===== config.mk =====
export PLATFORM = sky130hd
export DESIGN_NAME = variable_latency_credit_ctrl
export DESIGN_NICKNAME = d
export VERILOG_FILES = /design/src/rtl/tcdm_interconnect_pkg.sv /design/src/rtl/variable_latency_credit_ctrl.sv
export SDC_FILE = /design/constraint.sdc
export NUM_CORES = 1
export LEC_CHECK = 0
export ABC_AREA = 1
export CAP_MARGIN = 30
export CORE_AREA = 2 2 87 89
export CTS_CLUSTER_DIAMETER = 30
export DETAILED_ROUTE_END_ITERATION = 6
export DIE_AREA = 0 0 89 91
export PLACE_DENSITY = 0.72
export SYNTH_ARGS = -nofsm -noshare
export SYNTH_HDL_FRONTEND = slang
export SYNTH_SLANG_ARGS = --single-unit

===== constraint.sdc =====
create_clock -name clk_i -period 2.5 [get_ports clk_i]
set_input_delay 0.5 -clock clk_i [delete_from_list [all_inputs] [get_ports clk_i]]
set_output_delay 0.5 -clock clk_i [all_outputs]
set_load 0.05 [all_outputs]

===== src/rtl/tcdm_interconnect_pkg.sv =====
// Shared types for the TCDM interconnect port controllers.
package tcdm_interconnect_pkg;

  typedef enum logic [1:0] {
    RUN   = 2'd0,
    DRAIN = 2'd1,
    HALT  = 2'd2
  } credit_state_e;

endpackage


===== src/rtl/variable_latency_credit_ctrl.sv =====
// Credit gate between an initiator and a variable-latency interconnect port:
// bounds requests in flight and supports a flush/quiesce handshake.
module variable_latency_credit_ctrl
  import tcdm_interconnect_pkg::*;
#(
  parameter int unsigned NumOutstanding = 8,
  parameter int unsigned ReqWidth       = 70,
  parameter int unsigned RspWidth       = 33
) (
  input  logic                                  clk_i,
  input  logic                                  rst_ni,
  input  logic                                  flush_i,
  output logic                                  flush_done_o,
  output logic                                  err_o,
  output logic [$clog2(NumOutstanding+1)-1:0]   outstanding_o,
  input  logic                                  ini_req_valid_i,
  output logic                                  ini_req_ready_o,
  input  logic [ReqWidth-1:0]                   ini_req_data_i,
  output logic                                  ini_resp_valid_o,
  input  logic                                  ini_resp_ready_i,
  output logic [RspWidth-1:0]                   ini_resp_data_o,
  output logic                                  xbar_req_valid_o,
  input  logic                                  xbar_req_ready_i,
  output logic [ReqWidth-1:0]                   xbar_req_data_o,
  input  logic                                  xbar_resp_valid_i,
  output logic                                  xbar_resp_ready_o,
  input  logic [RspWidth-1:0]                   xbar_resp_data_i
);

  localparam int unsigned CntW = $clog2(NumOutstanding + 1);
  localparam logic [CntW-1:0] MaxCnt = CntW'(NumOutstanding);

  credit_state_e   state_q, state_d;
  logic [CntW-1:0] count_q, count_d;
  logic            err_q, err_d;
  logic            flush_done_q;
  logic            gate;
  logic            req_hs, rsp_hs, req_stall;

  // Payload and response path are pure wires.
  assign xbar_req_data_o   = ini_req_data_i;
  assign ini_resp_valid_o  = xbar_resp_valid_i;
  assign ini_resp_data_o   = xbar_resp_data_i;
  assign xbar_resp_ready_o = ini_resp_ready_i;

  assign req_hs    = xbar_req_valid_o & xbar_req_ready_i;
  assign rsp_hs    = xbar_resp_valid_i & xbar_resp_ready_o;
  assign req_stall = xbar_req_valid_o & ~xbar_req_ready_i;

  // State register.
  always_ff @(posedge clk_i or negedge rst_ni) begin
    if (!rst_ni) begin
      state_q <= RUN;
    end else begin
      state_q <= state_d;
    end
  end

  // Next state; RUN waits out a stalled request so it is counted before draining.
  always_comb begin
    state_d = state_q;
    unique case (state_q)
      RUN:     if (flush_i && !req_stall) state_d = DRAIN;
      DRAIN:   if (count_d == '0) state_d = HALT;
      HALT:    if (!flush_i) state_d = RUN;
      default: state_d = RUN;
    endcase
  end

  // Request gating; gate cannot fall mid-stall since count only moves on a handshake.
  always_comb begin
    gate             = (state_q == RUN) && (count_q < MaxCnt);
    xbar_req_valid_o = ini_req_valid_i & gate;
    ini_req_ready_o  = xbar_req_ready_i & gate;
  end

  // Credit count; an unexpected response flags an error instead of wrapping.
  always_comb begin
    count_d = count_q;
    err_d   = err_q;
    unique case ({req_hs, rsp_hs})
      2'b10: count_d = count_q + CntW'(1);
      2'b01: begin
        if (count_q == '0) err_d = 1'b1;
        else               count_d = count_q - CntW'(1);
      end
      2'b11: if (count_q == '0) err_d = 1'b1;
      default: ;
    endcase
  end

  always_ff @(posedge clk_i or negedge rst_ni) begin
    if (!rst_ni) begin
      count_q      <= '0;
      err_q        <= 1'b0;
      flush_done_q <= 1'b0;
    end else begin
      count_q      <= count_d;
      err_q        <= err_d;
      flush_done_q <= (state_d == HALT);
    end
  end

  assign outstanding_o = count_q;
  assign flush_done_o  = flush_done_q;
  assign err_o         = err_q;

endmodule


Yosys cells after proc, flatten, opt, wreduce, memory -nomap -nowiden
Index checks and enable logic that the tools add are counted.
- add/sub/neg operators: 2
- reduce and logical (&&, ||, !) cells: 8
- bitwise logic cells: 6
- magnitude comparators: 1
- eq/ne operators: 6
- mux-type cells: 6
- operator list (cell ; number):
    equality test 2 bit, second input constant ; 4
    logical NOT 4 bit ; 2
    case mux 4 bit (2 select lines) ; 1
    2-to-1 mux 2 bit ; 3
    case mux 2 bit (3 select lines) ; 1
    bitwise AND 1 bit ; 5
    adder 4 x 1 -> 4 bit, second input constant ; 1
    equality test 2 x 1 -> 1 bit, second input constant ; 2
    less-than comparator 4 bit, second input constant ; 1
    2-to-1 mux 4 bit ; 1
    subtractor 4 x 1 -> 4 bit, second input constant ; 1
    logical AND 1 bit ; 2
    logical NOT 2 bit ; 1
    AND reduction 2 bit ; 1
    OR reduction 2 bit ; 1
    logical NOT 1 bit ; 1
    inverter 1 bit ; 1
- output and inout bits: 113
- bits of input ports: 110
- bits in registers: 8
- word-level logic and storage cells: 33

Logic depth before layout (Yosys ltp)
- depth after elaboration: 10
- depth in mapped cells: 14
- gate-level depth less buffers: 14

Least setup slack after synthesis
OpenSTA, ideal clock, no wires.
- kind: reg-to-reg
- from: register count_q[3] (netlist: outstanding_o[3])
- to: register state_q[0]
- path buffers: 0
- clock period less this slack: 2807 ps
- library setup time: 117 ps
- data arrival time: 2690 ps
- slack: -307 ps
- required time: 2383 ps
- stages on the path, launching flop included: 12
- cells stage by stage: dfrtp_1 > inv_1 > nand2_1 > nor2_1 > nand2_1 > ha_1 > inv_1 > or2_2 > nand2_1 > nand3_1 > nand2_1 > nand2_1
- word-level cells in the longest chain between the ends: 9
- elaborated cells on any way between the ends: 18
- those cells by class: add/sub: 2; order compare: 1; eq/ne: 2; mux: 5; bitwise: 3; reduce/logical: 5
- ends and longest elaborated chain (item ; RTL line ; text):
    start: declaration ; variable_latency_credit_ctrl.sv:34 ; logic [CntW-1:0] count_q, count_d;
    start signal: assignment ; variable_latency_credit_ctrl.sv:98 ; count_q <= count_d;
    less-than comparator 4 bit * ; variable_latency_credit_ctrl.sv:72 ; gate = (state_q == RUN) && (count_q < MaxCnt);
    logical AND 1 bit * ; variable_latency_credit_ctrl.sv:72 ;
    bitwise AND 1 bit * ; variable_latency_credit_ctrl.sv:73 ; xbar_req_valid_o = ini_req_valid_i & gate;
    named net xbar_req_valid_o ; variable_latency_credit_ctrl.sv:22 ; output logic xbar_req_valid_o,
    bitwise AND 1 bit ; variable_latency_credit_ctrl.sv:46 ; assign req_hs = xbar_req_valid_o & xbar_req_ready_i;
    equality test 2 x 1 -> 1 bit / equality test 2 bit (equally long branches) ; variable_latency_credit_ctrl.sv:81 ; unique case ({req_hs, rsp_hs})
    case mux 4 bit (2 select lines) ; variable_latency_credit_ctrl.sv:81 ;
    logical NOT 4 bit ; variable_latency_credit_ctrl.sv:64 ; DRAIN: if (count_d == '0) state_d = HALT;
    2-to-1 mux 2 bit ; variable_latency_credit_ctrl.sv:64 ;
    case mux 2 bit (3 select lines) * ; variable_latency_credit_ctrl.sv:62 ; unique case (state_q)
    named net state_d[0] ; variable_latency_credit_ctrl.sv:33 ; credit_state_e state_q, state_d;
    end signal: assignment ; variable_latency_credit_ctrl.sv:55 ; state_q <= state_d;
    end: declaration ; variable_latency_credit_ctrl.sv:33 ;
The timed path passes the listed nets; every way through them passes the cells marked *.
A chain may end at the register's enable or synchronous reset.

Worst setup path after layout
- from: register count_q[2] (netlist: outstanding_o[2])
- to: output port outstanding_o[2]
- RTL lines (item ; RTL line ; text):
    end: declaration ; variable_latency_credit_ctrl.sv:15 ; output logic [$clog2(NumOutstanding+1)-1:0] outstanding_o,
No word-level cell between the ends.

==> reports/metrics.yaml <==
p_leak_nw: 0.430
root_buffer: "clkbuf_8"
worst_path_largest_cell_delay_ps: 880
dp_hpwl_um: 1920
critPathSlowestCell: "clkdlybuf4s50_1"
clk_pin_slew_ps: 40
routed_wl_um: 2390
ys_seq_area_share_pct: 14.6
yosysTopAreaCell: "buf_4"
period_share_pct: 86.6
dpl_cell_area_um2: 875
cp.arrival_ps: 1660
met1Wirelength_um: 765
drive_gt1_share_pct: 17.2
coreArea_um2: 7140
via_count: 680
final.setup.worst_slack_ps: 336
cp_data_required_time_ps: 2000
drv_cap: 0
worst_hold_path_type: "reg -> reg"
mostFrequentLayoutCells: "23 x nand2_1, 14 x inv_1, 12 x clkdlybuf4s50_1"
final_hold_viol_count: 0
fill_cells: 832
antenna_found_initial: 0
skew_ps: 3.65
num_rows: 31
wl_met3_um: 376
grt_setup_unrepaired: "no"
status: "finished, final reports clean"
setup_viol: 0
tns_ps: 0
yosysWarningCount: 0
criticalPathCategory: "reg -> out"
pwr_density_cell_nw_per_um2: 1290
grt_pass1_vias: 715
cp_max_fo: 9
die_area_um2: 8100
top_layer: "met4"
syn_area_per_cell_um2: 7.35
drc: 0
dieWidth_um: 89
post_cts_buffers: 0
gp_congestion: 0.783
start_kind: "flop"
postRouteAntennaNets: 0
via_per_inst: 3.43
cts.htree.levels: 1
ios: 223
synthToLayoutAreaGrowth_pct: -33.0
grt_usage_pct: 5.74
wl_met2_um: 950
slew-limit-headroom_pct: 62.1
netlist_area_um2: 1370
critical_path.top_delay_family: "buffers and inverters"
ctsResizeCount: 0
clockBufferDepth: 2
ys_seq_elements: 8
antenna_cells: 0
clock_latency_ps: 230
grt_pass1_wl_um: 3560
drt-initial-drc-count: 15
post-place-ws_ps: 131
path_buf_inv: 1
numCtsBuffers: 3
start_util_pct: 19.2
layout_min_cycle_time_ps: 2160
wl_per_cell_um: 12.1
final_common_cell: "nand2_1"
grt_overflow_total: 0
portBuffers: 16
netlist_instances: 186
hold_buffers: 0
synth_top_area_share_pct: 57.6
ys_types: 19
cts_sinks: 8
synthTopCellsByArea: "buf_4 58%, dfrtp_1 15%, nand2_1 6.3%"
stdcell_area_um2: 916
die_h_um: 91
firstDrtPassIters: 4
final_nets: 215
synthesis.nets: 300
drv_slew: 0
grt_start_max_net_pins: 10
vdd_drop_max_mv: 0.394
cts_tree: "built"
path_cells: "clkdlybuf4s50_1"
worstMarginPinSlew_ps: 567
cp-end-kind: "primary output"
fmax_mhz: 462
[synthesized netlist by cell type]
cell type	count
a21oi_1	1
buf_4	105
buf_6	1
dfrtp_1	8
ha_1	4
inv_1	14
nand2_1	23
nand2_2	5
nand2_4	1
nand3_1	8
nand4_1	2
nor2_1	7
nor2_2	1
nor2_4	1
o21a_1	1
o21ai_0	1
o21bai_1	1
or2_2	1
xnor2_1	1
[registers in the layout, summed over array words and instances, names as in the netlist]
signal,count
err_o,1
flush_done_o,1
outstanding_o,4
state_q,2
[final timing paths]
kind | startpoint | to | slack, ps | cells past startpoint
min in group asynchronous | rst_ni | outstanding_o[0] | 570 | 1
worst min register to register | err_o | err_o | 480 | 1
worst max register to register | outstanding_o[3] | state_q[0] | 410 | 11
worst min-delay path | err_o | err_o | 480 | 1
max in group asynchronous | rst_ni | outstanding_o[2] | 1650 | 1
worst max-delay path | outstanding_o[2] | outstanding_o[2] | 340 | 1
[cell type report]
cell class / instances / area (µm²) / share of cell area [%]
clock buffer: 3 / 41.3 / 4.51
inverter: 14 / 52.6 / 5.74
multi-input combinational: 58 / 323 / 35.2
sequential: 8 / 200 / 21.9
tap: 99 / 124 / 13.5
timing repair buffer: 16 / 175 / 19.1
[cell families after synthesis]
kind of cell             synth area share (%)
buffers and inverters                    62.3
AND/OR/NAND/NOR                          16.9
flip-flops                               14.6
AO/OA/AOI/OAI                            1.83
adder cells (fa/ha/maj)                  3.66
XOR/XNOR                                0.641
[per-layer routing]
| layer | track usage [%] | vias to the layer above |
|---|---|---|
| met5 | 0 | - |
| li1 | - | 286 |
| met2 | 7.52 | 58 |
| met1 | 5.07 | 277 |
| met4 | 8.33 | 0 |
| met3 | 3.09 | 59 |
[power by group]
part / switching [W] / total [W] / internal [W]
logic: 0.000478 / 0.000747 / 0.000269
registers: 0.0000920 / 0.000283 / 0.000191
clock network: 0.0000497 / 0.000154 / 0.000104
total: 0.000620 / 0.00118 / 0.000564
[metrics by stage]
step / util (%) / std cells / total power (W) / hold slack (ps)
final: 12.8 / 198 / 0.00118 / 482
after floorplan: - / 186 / 0.00125 / 204
after detailed placement: 12.3 / 195 / 0.00104 / 473
after global routing: 12.8 / 198 / 0.00127 / 510
after global placement: 12.3 / 195 / 0.00102 / 474
after CTS: 12.8 / 198 / 0.00120 / 485
[worst reg2reg max path, delay by kind of cell, from the launching register on]
family / cells / cell delay (ps)
buffers and inverters: 2 / 250
and+or+nand+nor: 8 / 940
adders and majority gates: 1 / 340
DFF: 1 / 450
Note: power is estimated with default switching activity, not from simulation.
==> edit 1: new RTL, same settings <==
The parameter `RspWidth` goes from 33 to 66.
--- a/src/rtl/variable_latency_credit_ctrl.sv
+++ b/src/rtl/variable_latency_credit_ctrl.sv
@@ -5,7 +5,7 @@
 #(
   parameter int unsigned NumOutstanding = 8,
   parameter int unsigned ReqWidth       = 70,
-  parameter int unsigned RspWidth       = 33
+  parameter int unsigned RspWidth       = 66
 ) (
   input  logic                                  clk_i,
   input  logic                                  rst_ni,
Interface: changed (resized ini_resp_data_o and xbar_resp_data_i); port bits go from 223 to 289. The function was not compared with the original's and may differ.
==> edit 1 against the original RTL <==
Wire length rose by 35%; total power is 0.30% higher; sequential cell count unchanged; largest cell class unchanged; critical endpoint unchanged; cell area did not move; critical path depth unchanged; first-iteration DRC count down 33%; clock skew barely moved; area after synthesis increased by 18%; worst hold slack worse by 0.0056 ns; worst setup slack got worse by 0.013 ns; register-to-register slack about the same; cell count stayed put; via count rose by 8.4%.
==> edit 1: results (changes against the original RTL) <==
* Run status: finished, final reports clean (unchanged)
* Post-DP HPWL at 2750 µm (was 1920 µm)
* Max rail drop VDD at 0.000368 V (was 0.000394 V)
* Max FO, Critical Path at 9 (unchanged)
* Largest net degree at the start of global routing at 10 (unchanged)
* Post-synthesis sequential area ratio at 0.124 (was 0.146)
* Worst slack at placement at 0.140 ns (was 0.131 ns)
* Yosys warns at 0 (unchanged)
* Drt first pass iters at 4 (unchanged)
* CP max-delay cell: clkdlybuf4s50_1 (unchanged)
* Actual slew at the worst max-slew pin at 0.559 ns (was 0.567 ns)
* Clock root cell: clkbuf_8 (unchanged)
* Vias in the first global route at 699 (was 715)
* P_leak at 0.430 nW (unchanged)
* Drt first-iter violations at 10 (was 15)
* Crit-path leading delay family: buffers and inverters (unchanged)
* Post-DP Area at 875 µm² (unchanged)
* Total CTS buffers at 3 (unchanged)
* ANT cells at 0 (unchanged)
* Top routing layer in use: met4 (unchanged)
* Clk_skew at 0.00404 ns (was 0.00365 ns)
* Hold Path Class: register to register (unchanged)
* Top-count cell post-synth: buf_4 (unchanged)
* First-pass GRT wire length at 4390 µm (was 3560 µm)
* Post-CTS sizing at 0 (unchanged)
* Initial antenna violation count at 0 (unchanged)
* Setup repair bufs after CTS at 0 (unchanged)
* Clock Pin Slew Worst Setup and Hold Paths at 0.04 ns (about the same)
* Critical path arrival at 1.68 ns (was 1.66 ns)
* Fin nets at 248 (was 215)
* Synth cell types at 19 (unchanged)
* Largest cells by area after synthesis: buf_4 64%, dfrtp_1 12%, nand2_1 5.3%, inv_1 3.3%, ha_1 3.1% (was buf_4 58%, dfrtp_1 15%, nand2_1 6.3%, inv_1 3.8%, ha_1 3.7%)
* Port bufs at 16 (unchanged)
* Clk buf depth at 2 (unchanged)
* Syn Nets at 366 (was 300)
* M1 WL at 846 µm (was 765 µm)
* Synth Flop Type: dfrtp_1 (unchanged)
* Worst skew pair latency at 0.23 ns (about the same)
* Max stage delay on crit path at 0.90 ns (was 0.88 ns)
* Max FFs per register at 4 (unchanged)
* Share of cells above drive strength 1 at 0.172 (unchanged)
* Top cells by count, synth: 138 x buf_4, 23 x nand2_1, 14 x inv_1 (was 105 x buf_4, 23 x nand2_1, 14 x inv_1)
* Post-synth ARST share at 1.00 (unchanged)
* Met3 WL at 649 µm (was 376 µm)
* RePlAce Congestion at 0.856 (was 0.783)
* Met2 wire length at 1470 µm (was 950 µm)
* GRT Resource Usage Total at 0.0767 (was 0.0574)
* H-Tree Depth at 1 (unchanged)
* Routed WL per cell at 16.4 µm (was 12.1 µm)
* Via density at 3.72 (was 3.43)
edit 1: cell count changes after synthesis:
cell,before,now
buf_4,105,138
edit 1: final cells by class:
class	count	area [µm²]
tap	99	124
inverter	14	52.6
clock buffer	3	41.3
multi-input combinational	58	323
sequential	8	200
fill	845	6220
timing repair buffer	16	175
edit 1: power breakdown:
| group | switching [W] | leakage, nW | internal (W) |
|---|---|---|---|
| logic | 0.000484 | 0.310 | 0.000268 |
| registers | 0.0000927 | 0.0983 | 0.000191 |
| clock network | 0.0000472 | 0.0216 | 0.000104 |
| total | 0.000624 | 0.430 | 0.000563 |
edit 1: cell families after synthesis:
family	synth area share
AO/OA/AOI/OAI	0.0155
adder cells (fa/ha/maj)	0.0310
flip-flops	0.124
buffers and inverters	0.681
AND/OR/NAND/NOR	0.143
XOR/XNOR	0.00542
edit 1: worst paths after layout:
check / from / cells after the start / slack [ns] / end
worst max-delay path: outstanding_o[2] / 1 / 0.32 / outstanding_o[2]
worst min-delay path: err_o / 1 / 0.48 / err_o
worst max register to register: outstanding_o[3] / 13 / 0.41 / state_q[0]
worst min register to register: err_o / 1 / 0.48 / err_o
max in group asynchronous: rst_ni / 1 / 1.68 / outstanding_o[1]
min in group asynchronous: rst_ni / 1 / 0.55 / state_q[1]
edit 1: metrics by stage:
stage / total power (W) / instances
6_report: 0.00119 / 198
4_1_cts: 0.00120 / 198
2_1_floorplan: 0.00139 / 219
5_1_grt: 0.00128 / 198
3_3_place_gp: 0.00103 / 195
3_5_place_dp: 0.00104 / 195
edit 1: per-layer routing:
| metal | GRT usage | up-vias |
|---|---|---|
| met2 | 0.110 | 118 |
| met1 | 0.0566 | 291 |
| li1 | - | 286 |
| met3 | 0.0709 | 42 |
| met4 | 0.0771 | 0 |
| met5 | 0 | - |
==> edit 2: new RTL, config.mk and constraints unchanged <==
Without the edit above. The 3 states of `credit_state_e` get a one-hot encoding in 3 bits.
--- a/src/rtl/tcdm_interconnect_pkg.sv
+++ b/src/rtl/tcdm_interconnect_pkg.sv
@@ -1,10 +1,10 @@
 // Shared types for the TCDM interconnect port controllers.
 package tcdm_interconnect_pkg;
 
-  typedef enum logic [1:0] {
-    RUN   = 2'd0,
-    DRAIN = 2'd1,
-    HALT  = 2'd2
+  typedef enum logic [2:0] {
+    RUN   = 3'b001,
+    DRAIN = 3'b010,
+    HALT  = 3'b100
   } credit_state_e;
 
 endpackage
Function: same outputs for any inputs over 10 cycles, from zero or initial values and one cycle with rst_ni low; not proved beyond that.
==> edit 2 against the original RTL <==
Clock skew decreased by 0.0021 ns; register-to-register slack got worse by 0.08 ns; cell area increased by 8.6%; critical path depth unchanged; wire length decreased by 4.3%; area after synthesis increased by 6.0%; worst setup slack got worse by 0.010 ns; global-route usage increased by 0.38 points; sequential cell count increased by 1; maximum frequency decreased by 0.46%; total power increased by 2.3%; largest cell class unchanged; largest power group unchanged; highest routed layer unchanged.
==> edit 2: results (changes against the original RTL) <==
* Drt first-iter violations at 31 (was 15)
* FF-to-FF path depth at 12 (was 11)
* Largest cells by area after synthesis: buf_4 54%, dfrtp_1 14%, nand2_1 5.4%, inv_1 4.4%, ha_1 3.5% (was buf_4 58%, dfrtp_1 15%, nand2_1 6.3%, inv_1 3.8%, ha_1 3.7%)
* Critical R2R Launch: state_q[0] (was outstanding_o[3])
* GRT Resource Usage Total at 0.0612 (was 0.0574)
* RePlAce Congestion at 0.789 (was 0.783)
* Worst hold slack at 0.482 ns (about the same)
* Post-synthesis sequential area ratio at 0.156 (was 0.146)
* Reg-to-reg endpoint: state_q[1] (was state_q[0])
* Synth Area per Inst at 7.51 µm² (was 7.35 µm²)
* Share of cells above drive strength 1 at 0.187 (was 0.172)
* Post-Synth Adder-Cell Area at 0.0345 (was 0.0366)
* First-pass GRT wire length at 3660 µm (was 3560 µm)
* Vias at 723 (was 680)
* Sw frac at 0.506 (was 0.524)
* Run status: finished, final reports clean (unchanged)
* Vias in the first global route at 736 (was 715)
* Top cells by count, synth: 105 x buf_4, 21 x nand2_1, 17 x inv_1 (was 105 x buf_4, 23 x nand2_1, 14 x inv_1)
* R2r setup slk at 0.33 ns (was 0.41 ns)
* Clk_skew at 0.00159 ns (was 0.00365 ns)
* GRT met2 Usage at 0.0815 (was 0.0752)
* Met3 GRT Util at 0.0400 (was 0.0309)
* Syn Nets at 307 (was 300)
* Dpl cells at 202 (was 195)
* Routed WL per cell at 11.1 µm (was 12.1 µm)
* P_leak at 0.459 nW (was 0.430 nW)
* Comb. pwr at 0.000741 W (was 0.000747 W)
edit 2: cell count changes after synthesis, sizes merged:
| cell | before | now |
|---|---|---|
| inv | 14 | 17 |
| nor2 | 9 | 6 |
| nor3 | 0 | 3 |
| dfstp | 0 | 1 |
| o21ai | 1 | 2 |
| o221ai | 0 | 1 |
| or2 | 1 | 2 |
edit 2: stage by stage:
step	cell area [µm²]	setup WS (ns)
floorplan	1450	0.215
global placement	950	0.167
detailed placement	950	0.106
CTS	995	0.296
global route	995	0.137
finish	995	0.326
edit 2: cell type report:
class / instances / area share
clock buffers: 4 / 0.0453
inverters: 17 / 0.0642
multi-input cells: 61 / 0.362
flip-flops and latches: 9 / 0.228
well taps: 99 / 0.125
repair buffers: 16 / 0.176
edit 2: layer usage:
layer  up-vias  share of wire  wire (µm)
li1        312              -          -
met1       318           0.32        732
met2        48           0.43        994
met3        45           0.14        328
met4         0           0.10        235
met5         -              0          0
